**config.mk**
```make
export PLATFORM = sky130hd
export DESIGN_NAME = muldiv_unit
export DESIGN_NICKNAME = d
export VERILOG_FILES = /design/src/rtl/muldiv_unit.sv
export SDC_FILE = /design/constraint.sdc
export NUM_CORES = 1
export LEC_CHECK = 0
export ABC_CLOCK_PERIOD_IN_PS = 4100
export CORE_MARGIN = 1
export CORE_UTILIZATION = 23
export CTS_BUF_LIST = sky130_fd_sc_hd__clkbuf_4 sky130_fd_sc_hd__clkbuf_8
export CTS_CLUSTER_SIZE = 10
export DETAILED_ROUTE_END_ITERATION = 8
export GPL_TIMING_DRIVEN = 0
export PLACE_DENSITY_LB_ADDON = 0.1
export SETUP_SLACK_MARGIN = 0.05
export SLEW_MARGIN = 20
export SYNTH_ARGS = -nofsm -noshare
export SYNTH_HDL_FRONTEND = slang
export SYNTH_SLANG_ARGS = --single-unit
```
**constraint.sdc**
```tcl
create_clock -name clk -period 4.1 [get_ports clk]
set_input_delay 0.82 -clock clk [delete_from_list [all_inputs] [get_ports clk]]
set_output_delay 0.82 -clock clk [all_outputs]
set_load 0.02 [all_outputs]
```
**src/rtl/muldiv_unit.sv**
```systemverilog
// Iterative RV32M multiply/divide unit, one bit per CALC cycle (shift-add / restoring divide).
// Define MULDIV_DIV_EN to build the divider; without it, op[2]=1 ops complete at once with illegal=1.
module muldiv_unit #(
    parameter int unsigned XLEN = 32
) (
    input  logic            clk,
    input  logic            reset,
    input  logic            start,
    input  logic [2:0]      op,
    input  logic [XLEN-1:0] a,
    input  logic [XLEN-1:0] b,
    output logic            ready,
    output logic            done,
    output logic [XLEN-1:0] result,
    output logic            illegal
);
    localparam int unsigned CW = $clog2(XLEN + 1);
    localparam int unsigned PW = 2 * XLEN;

    typedef enum logic [1:0] {IDLE, CALC, DONE} state_t;

    state_t          state_q, state_d;
    logic [CW-1:0]   cnt_q, cnt_d;
    logic [XLEN-1:0] hi_q, hi_d, lo_q, lo_d, opnd_q, opnd_d;
    logic            neg_q, neg_d, low_q, low_d;
    logic [XLEN-1:0] result_d;
    logic            illegal_d;
`ifdef MULDIV_DIV_EN
    localparam logic [XLEN-1:0] MIN_NEG = {1'b1, {(XLEN-1){1'b0}}};
    logic            div_q, div_d, rem_q, rem_d;
    logic [XLEN:0]   div_sh;
    logic [XLEN-1:0] div_diff, div_hi, div_lo, quo_s, rem_s;
    logic            div_ge;
`endif

    // Start-cycle operand decode: signedness and magnitudes
    logic            a_signed, b_signed, sa, sb;
    logic [XLEN-1:0] mag_a, mag_b;
    always_comb begin
        a_signed = (op == 3'b001) || (op == 3'b010) || (op == 3'b100) || (op == 3'b110);
        b_signed = (op == 3'b001) || (op == 3'b100) || (op == 3'b110);
        sa       = a_signed & a[XLEN-1];
        sb       = b_signed & b[XLEN-1];
        mag_a    = sa ? -a : a;
        mag_b    = sb ? -b : b;
    end

    // One iteration step plus the sign-corrected final value of the last step
    logic [XLEN:0]   mul_sum;
    logic [XLEN-1:0] mul_hi, mul_lo, step_hi, step_lo, final_res;
    logic [PW-1:0]   prod, prod_s;
    always_comb begin
        mul_sum   = {1'b0, hi_q} + (lo_q[0] ? {1'b0, opnd_q} : '0);
        mul_hi    = mul_sum[XLEN:1];
        mul_lo    = {mul_sum[0], lo_q[XLEN-1:1]};
        prod      = {mul_hi, mul_lo};
        prod_s    = neg_q ? -prod : prod;
        step_hi   = mul_hi;
        step_lo   = mul_lo;
        final_res = low_q ? prod_s[XLEN-1:0] : prod_s[PW-1:XLEN];
`ifdef MULDIV_DIV_EN
        div_sh   = {hi_q, lo_q[XLEN-1]};
        div_ge   = div_sh >= {1'b0, opnd_q};
        div_diff = div_sh[XLEN-1:0] - opnd_q;
        div_hi   = div_ge ? div_diff : div_sh[XLEN-1:0];
        div_lo   = {lo_q[XLEN-2:0], div_ge};
        quo_s    = neg_q ? -div_lo : div_lo;
        rem_s    = neg_q ? -div_hi : div_hi;
        if (div_q) begin
            step_hi   = div_hi;
            step_lo   = div_lo;
            final_res = rem_q ? rem_s : quo_s;
        end
`endif
    end

    // Next-state and datapath control
    always_comb begin
        state_d   = state_q;
        cnt_d     = cnt_q;
        hi_d      = hi_q;
        lo_d      = lo_q;
        opnd_d    = opnd_q;
        neg_d     = neg_q;
        low_d     = low_q;
        result_d  = result;
        illegal_d = 1'b0;
`ifdef MULDIV_DIV_EN
        div_d     = div_q;
        rem_d     = rem_q;
`endif
        case (state_q)
            IDLE: begin
                if (start) begin
                    state_d = CALC;
                    cnt_d   = '0;
                    hi_d    = '0;
                    low_d   = (op == 3'b000);
                    neg_d   = (op == 3'b110) ? sa : (sa ^ sb);
`ifdef MULDIV_DIV_EN
                    div_d   = op[2];
                    rem_d   = op[1];
                    opnd_d  = op[2] ? mag_b : mag_a;
                    lo_d    = op[2] ? mag_a : mag_b;
                    if (op[2] && (b == '0)) begin
                        state_d  = DONE;
                        result_d = op[1] ? a : '1;
                    end else if (op[2] && !op[0] && (a == MIN_NEG) && (b == '1)) begin
                        state_d  = DONE;
                        result_d = op[1] ? '0 : a;
                    end
`else
                    opnd_d  = mag_a;
                    lo_d    = mag_b;
                    if (op[2]) begin
                        state_d   = DONE;
                        result_d  = '0;
                        illegal_d = 1'b1;
                    end
`endif
                end
            end
            CALC: begin
                cnt_d = cnt_q + CW'(1);
                hi_d  = step_hi;
                lo_d  = step_lo;
                if (cnt_q == CW'(XLEN - 1)) begin
                    state_d  = DONE;
                    result_d = final_res;
                end
            end
            DONE:    state_d = IDLE;
            default: state_d = IDLE;
        endcase
    end

    always_ff @(posedge clk) begin
        if (reset) begin
            state_q <= IDLE;
            cnt_q   <= '0;
            hi_q    <= '0;
            lo_q    <= '0;
            opnd_q  <= '0;
            neg_q   <= 1'b0;
            low_q   <= 1'b0;
`ifdef MULDIV_DIV_EN
            div_q   <= 1'b0;
            rem_q   <= 1'b0;
`endif
            result  <= '0;
            ready   <= 1'b1;
            done    <= 1'b0;
            illegal <= 1'b0;
        end else begin
            state_q <= state_d;
            cnt_q   <= cnt_d;
            hi_q    <= hi_d;
            lo_q    <= lo_d;
            opnd_q  <= opnd_d;
            neg_q   <= neg_d;
            low_q   <= low_d;
`ifdef MULDIV_DIV_EN
            div_q   <= div_d;
            rem_q   <= rem_d;
`endif
            result  <= result_d;
            ready   <= (state_d == IDLE);
            done    <= (state_d == DONE);
            illegal <= illegal_d;
        end
    end
endmodule

```
==> flow_summary.toml <==
[run_status]
outcome = "finished clean"

[timing]
finalHoldViolCount = 0
finalSetupViolCount = 0
finClkSkew_ns = 0.0208
setup_ws_ns = 0.148
timing.fmax_mhz = 253
maxSlewViolCount = 0
whs_ns = 0.450
fin_crit_ns = 3.95
rsz0062_at_grt = "false"
finalCritPeriodShare_pct = 96.4
worst_pin_slew_ns = 1.00
slew_headroom_pct = 32.8

[die]
ios = 105
die_y_um = 218
dieArea_um2 = 47400
core_um2 = 45700
rows = 78
initial_utilization_pct = 23.4
die_w_um = 218

[synthesis]
avgSynthCellArea_um2 = 7.67
synth-edff-count = 0
ys_types = 90
syn_area_um2 = 10700
ys_warn_count = 0
ys_seq_area_share_pct = 26.4
syn_nets = 1504
synth_cells = 1397
ys_seq_elements = 141
synth_ff_type = "dfxtp_1"
synth-async-reset-ratio_pct = 0

[clock_network]
cts_tree = "done"
cts_buffer_depth = 2
root_buffer = "clkbuf_8"
htreeDepth = 4
clkTransAtPathRegs_ns = 0.09
clock_latency_ns = 0.50
cts-buffers-inserted = 17
cts.sinks = 141
hold_buffers = 0

[setup_path]
critPathLaunchType = "register"
cp-endpoint = "result[18]"
r2r-end = "result[18]"
rr_startpoint = "lo_q[0]"
endpoint_kind = "register"
rrSetupSlack_ns = 0.15
slowest_delay_ns = 0.57
critPathKind = "reg2reg"
reg2reg_depth = 15
startpoint = "lo_q[0]"
crit_fanout = 7
cp_slowest_cell = "or4_4"
worstPathArrival_ns = 4.34
crit_required_ns = 4.49
path_cells = "buf_4, and2_1, ha_4, a21o_1, a221oi_4, buf_6, or4_4, a21boi_4, o32ai_4, or4_4, buf_6, o31ai_4, xor2_1, o21ai_1, a22o_1"

[routing]
dr_total_vias = 11400
drt-initial-drc-count = 830
postRouteAntennaNets = 0
wl_per_cell_um = 20.8
wirelength_um = 45100
drt-vias-per-instance = 5.28
dr.pass1.iters = 6
drc = 0

[placement]
dp_hpwl_um = 35700
place_worst_setup_slack_ns = -0.913
io_buffers = 101
place_area_um2 = 12500
dpl.cell_count = 2099
place.gp.congestion = 0.866

[finish]
drive_above_1_share_pct = 12.7
fillCellCount = 5029
fin_cells = 2165
nNetsFinal = 1660
final_common_cell = "nor2_1"
layout_common_cells = "nor2_1, dfxtp_1, clkdlybuf4s50_1, nand2_1, a21oi_1"
design_area_um2 = 13800
antennaDiodeCount = 0
area_growth_pct = 28.5

[pwr]
p_per_area_nw_per_um2 = 274
power.leakage_nw = 5.02
irDropWorstVdd_mv = 0.165
power.total_mw = 3.77

[global_routing]
grt_usage_pct = 19.2
grt_max_degree = 17
grt_overflow = 0
grt_pass1_wl_um = 68300
grt_pass1_vias = 11200
grt_antenna_before_repair = 0

[flow_run]
cap_viol_max_count = 0

[min_path]
min_path_type = "reg2reg"
## state kept, by name, summed over array words and instances (netlist names)
register / count
done: 1
result: 32
illegal: 1
lo_q: 32
opnd_q: 32
low_q: 1
ready: 1
state_q: 2
hi_q: 32
cnt_q: 6
neg_q: 1
## stage by stage
stage | setup TNS (ns) | utilization [%]
after floorplan | 0 | -
after global placement | -15.16 | 27.3
after detailed placement | -14.32 | 27.3
after CTS | 0 | 29.1
after global routing | 0 | 30.1
final | 0 | 30.1
## final cells by class
cell class                 count  area [um2]  area share, %
tap                          600         751           5.45
inverter                      26         100          0.727
clock buffer                  19         255           1.85
sequential                   141        2830           20.5
timing repair buffer         139        1310           9.52
buffer                        98         428           3.11
clock inverter                12         139           1.01
multi-input combinational   1130        7960           57.8
## synthesized netlist by cell type, types with 26 or more instances
| cell | count | area [um2] |
|---|---|---|
| nor3_1 | 29 | 145 |
| dfxtp_1 | 141 | 2820 |
| inv_1 | 26 | 97.6 |
| or3_1 | 32 | 200 |
| ha_1 | 36 | 450 |
| a21oi_1 | 96 | 480 |
| a22oi_1 | 36 | 270 |
| and2_1 | 43 | 269 |
| xnor2_1 | 53 | 464 |
| a211oi_1 | 37 | 278 |
| o21ai_0 | 60 | 300 |
| clkbuf_1 | 83 | 312 |
| a222oi_1 | 29 | 290 |
| nand2_1 | 101 | 379 |
| nor2_1 | 186 | 698 |
| xor2_1 | 56 | 490 |
## power by group
group	total [mW]	switching [mW]	leakage (nW)	internal, mW
registers	1.52	0.0781	1.15	1.44
logic	1.06	0.651	3.68	0.411
clock network	1.19	0.624	0.189	0.565
## per-layer routing
metal,routed length [um],share of wire [%],vias up,global-route usage [%]
li1,-,-,5548,-
met1,21400,47,5632,25.5
met2,21500,48,207,32.1
met3,1160,2.6,43,2.05
met4,987,2.2,0,6.36
met5,0,0,-,0
## kinds of logic (layout without fill, tap and decap cells)
kind of cell             Yosys count  after routing  synth area share [%]
buffers and inverters            126            294                  4.69
AO/OA/AOI/OAI                    448            448                  30.1
multiplexers                       9              9                 0.900
XOR/XNOR                         110            110                  9.07
adder cells (fa/ha/maj)           37             37                  4.39
AND/OR/NAND/NOR                  526            526                  24.5
flip-flops                       141            141                  26.4
## worst min path at each step
stage / startpoint / to / slack, ns / cells past startpoint
after floorplan: opnd_q[17] / opnd_q[17] / 0.43 / 2
after global placement: opnd_q[17] / opnd_q[17] / 0.44 / 2
after detailed placement: opnd_q[17] / opnd_q[17] / 0.44 / 2
after CTS: opnd_q[17] / opnd_q[17] / 0.45 / 2
after global routing: opnd_q[17] / opnd_q[17] / 0.49 / 2
final: opnd_q[17] / opnd_q[17] / 0.45 / 2
## critical path: cells and delay by family, from the launching register on
| family | cells | cell delay, ns |
|---|---|---|
| simple gates | 3 | 1.32 |
| compound gates | 7 | 1.10 |
| buf+inv | 3 | 0.43 |
| flops | 1 | 0.37 |
| fa+ha+maj | 1 | 0.31 |
| xor+xnor | 1 | 0.31 |
## repair_timing
item                       CTS  global route
setup endpoints to repair   27            19
buffers inserted            19            18
pin swaps                   18            35
gates resized for setup     56            68
Note: power is estimated with default switching activity, not from simulation.
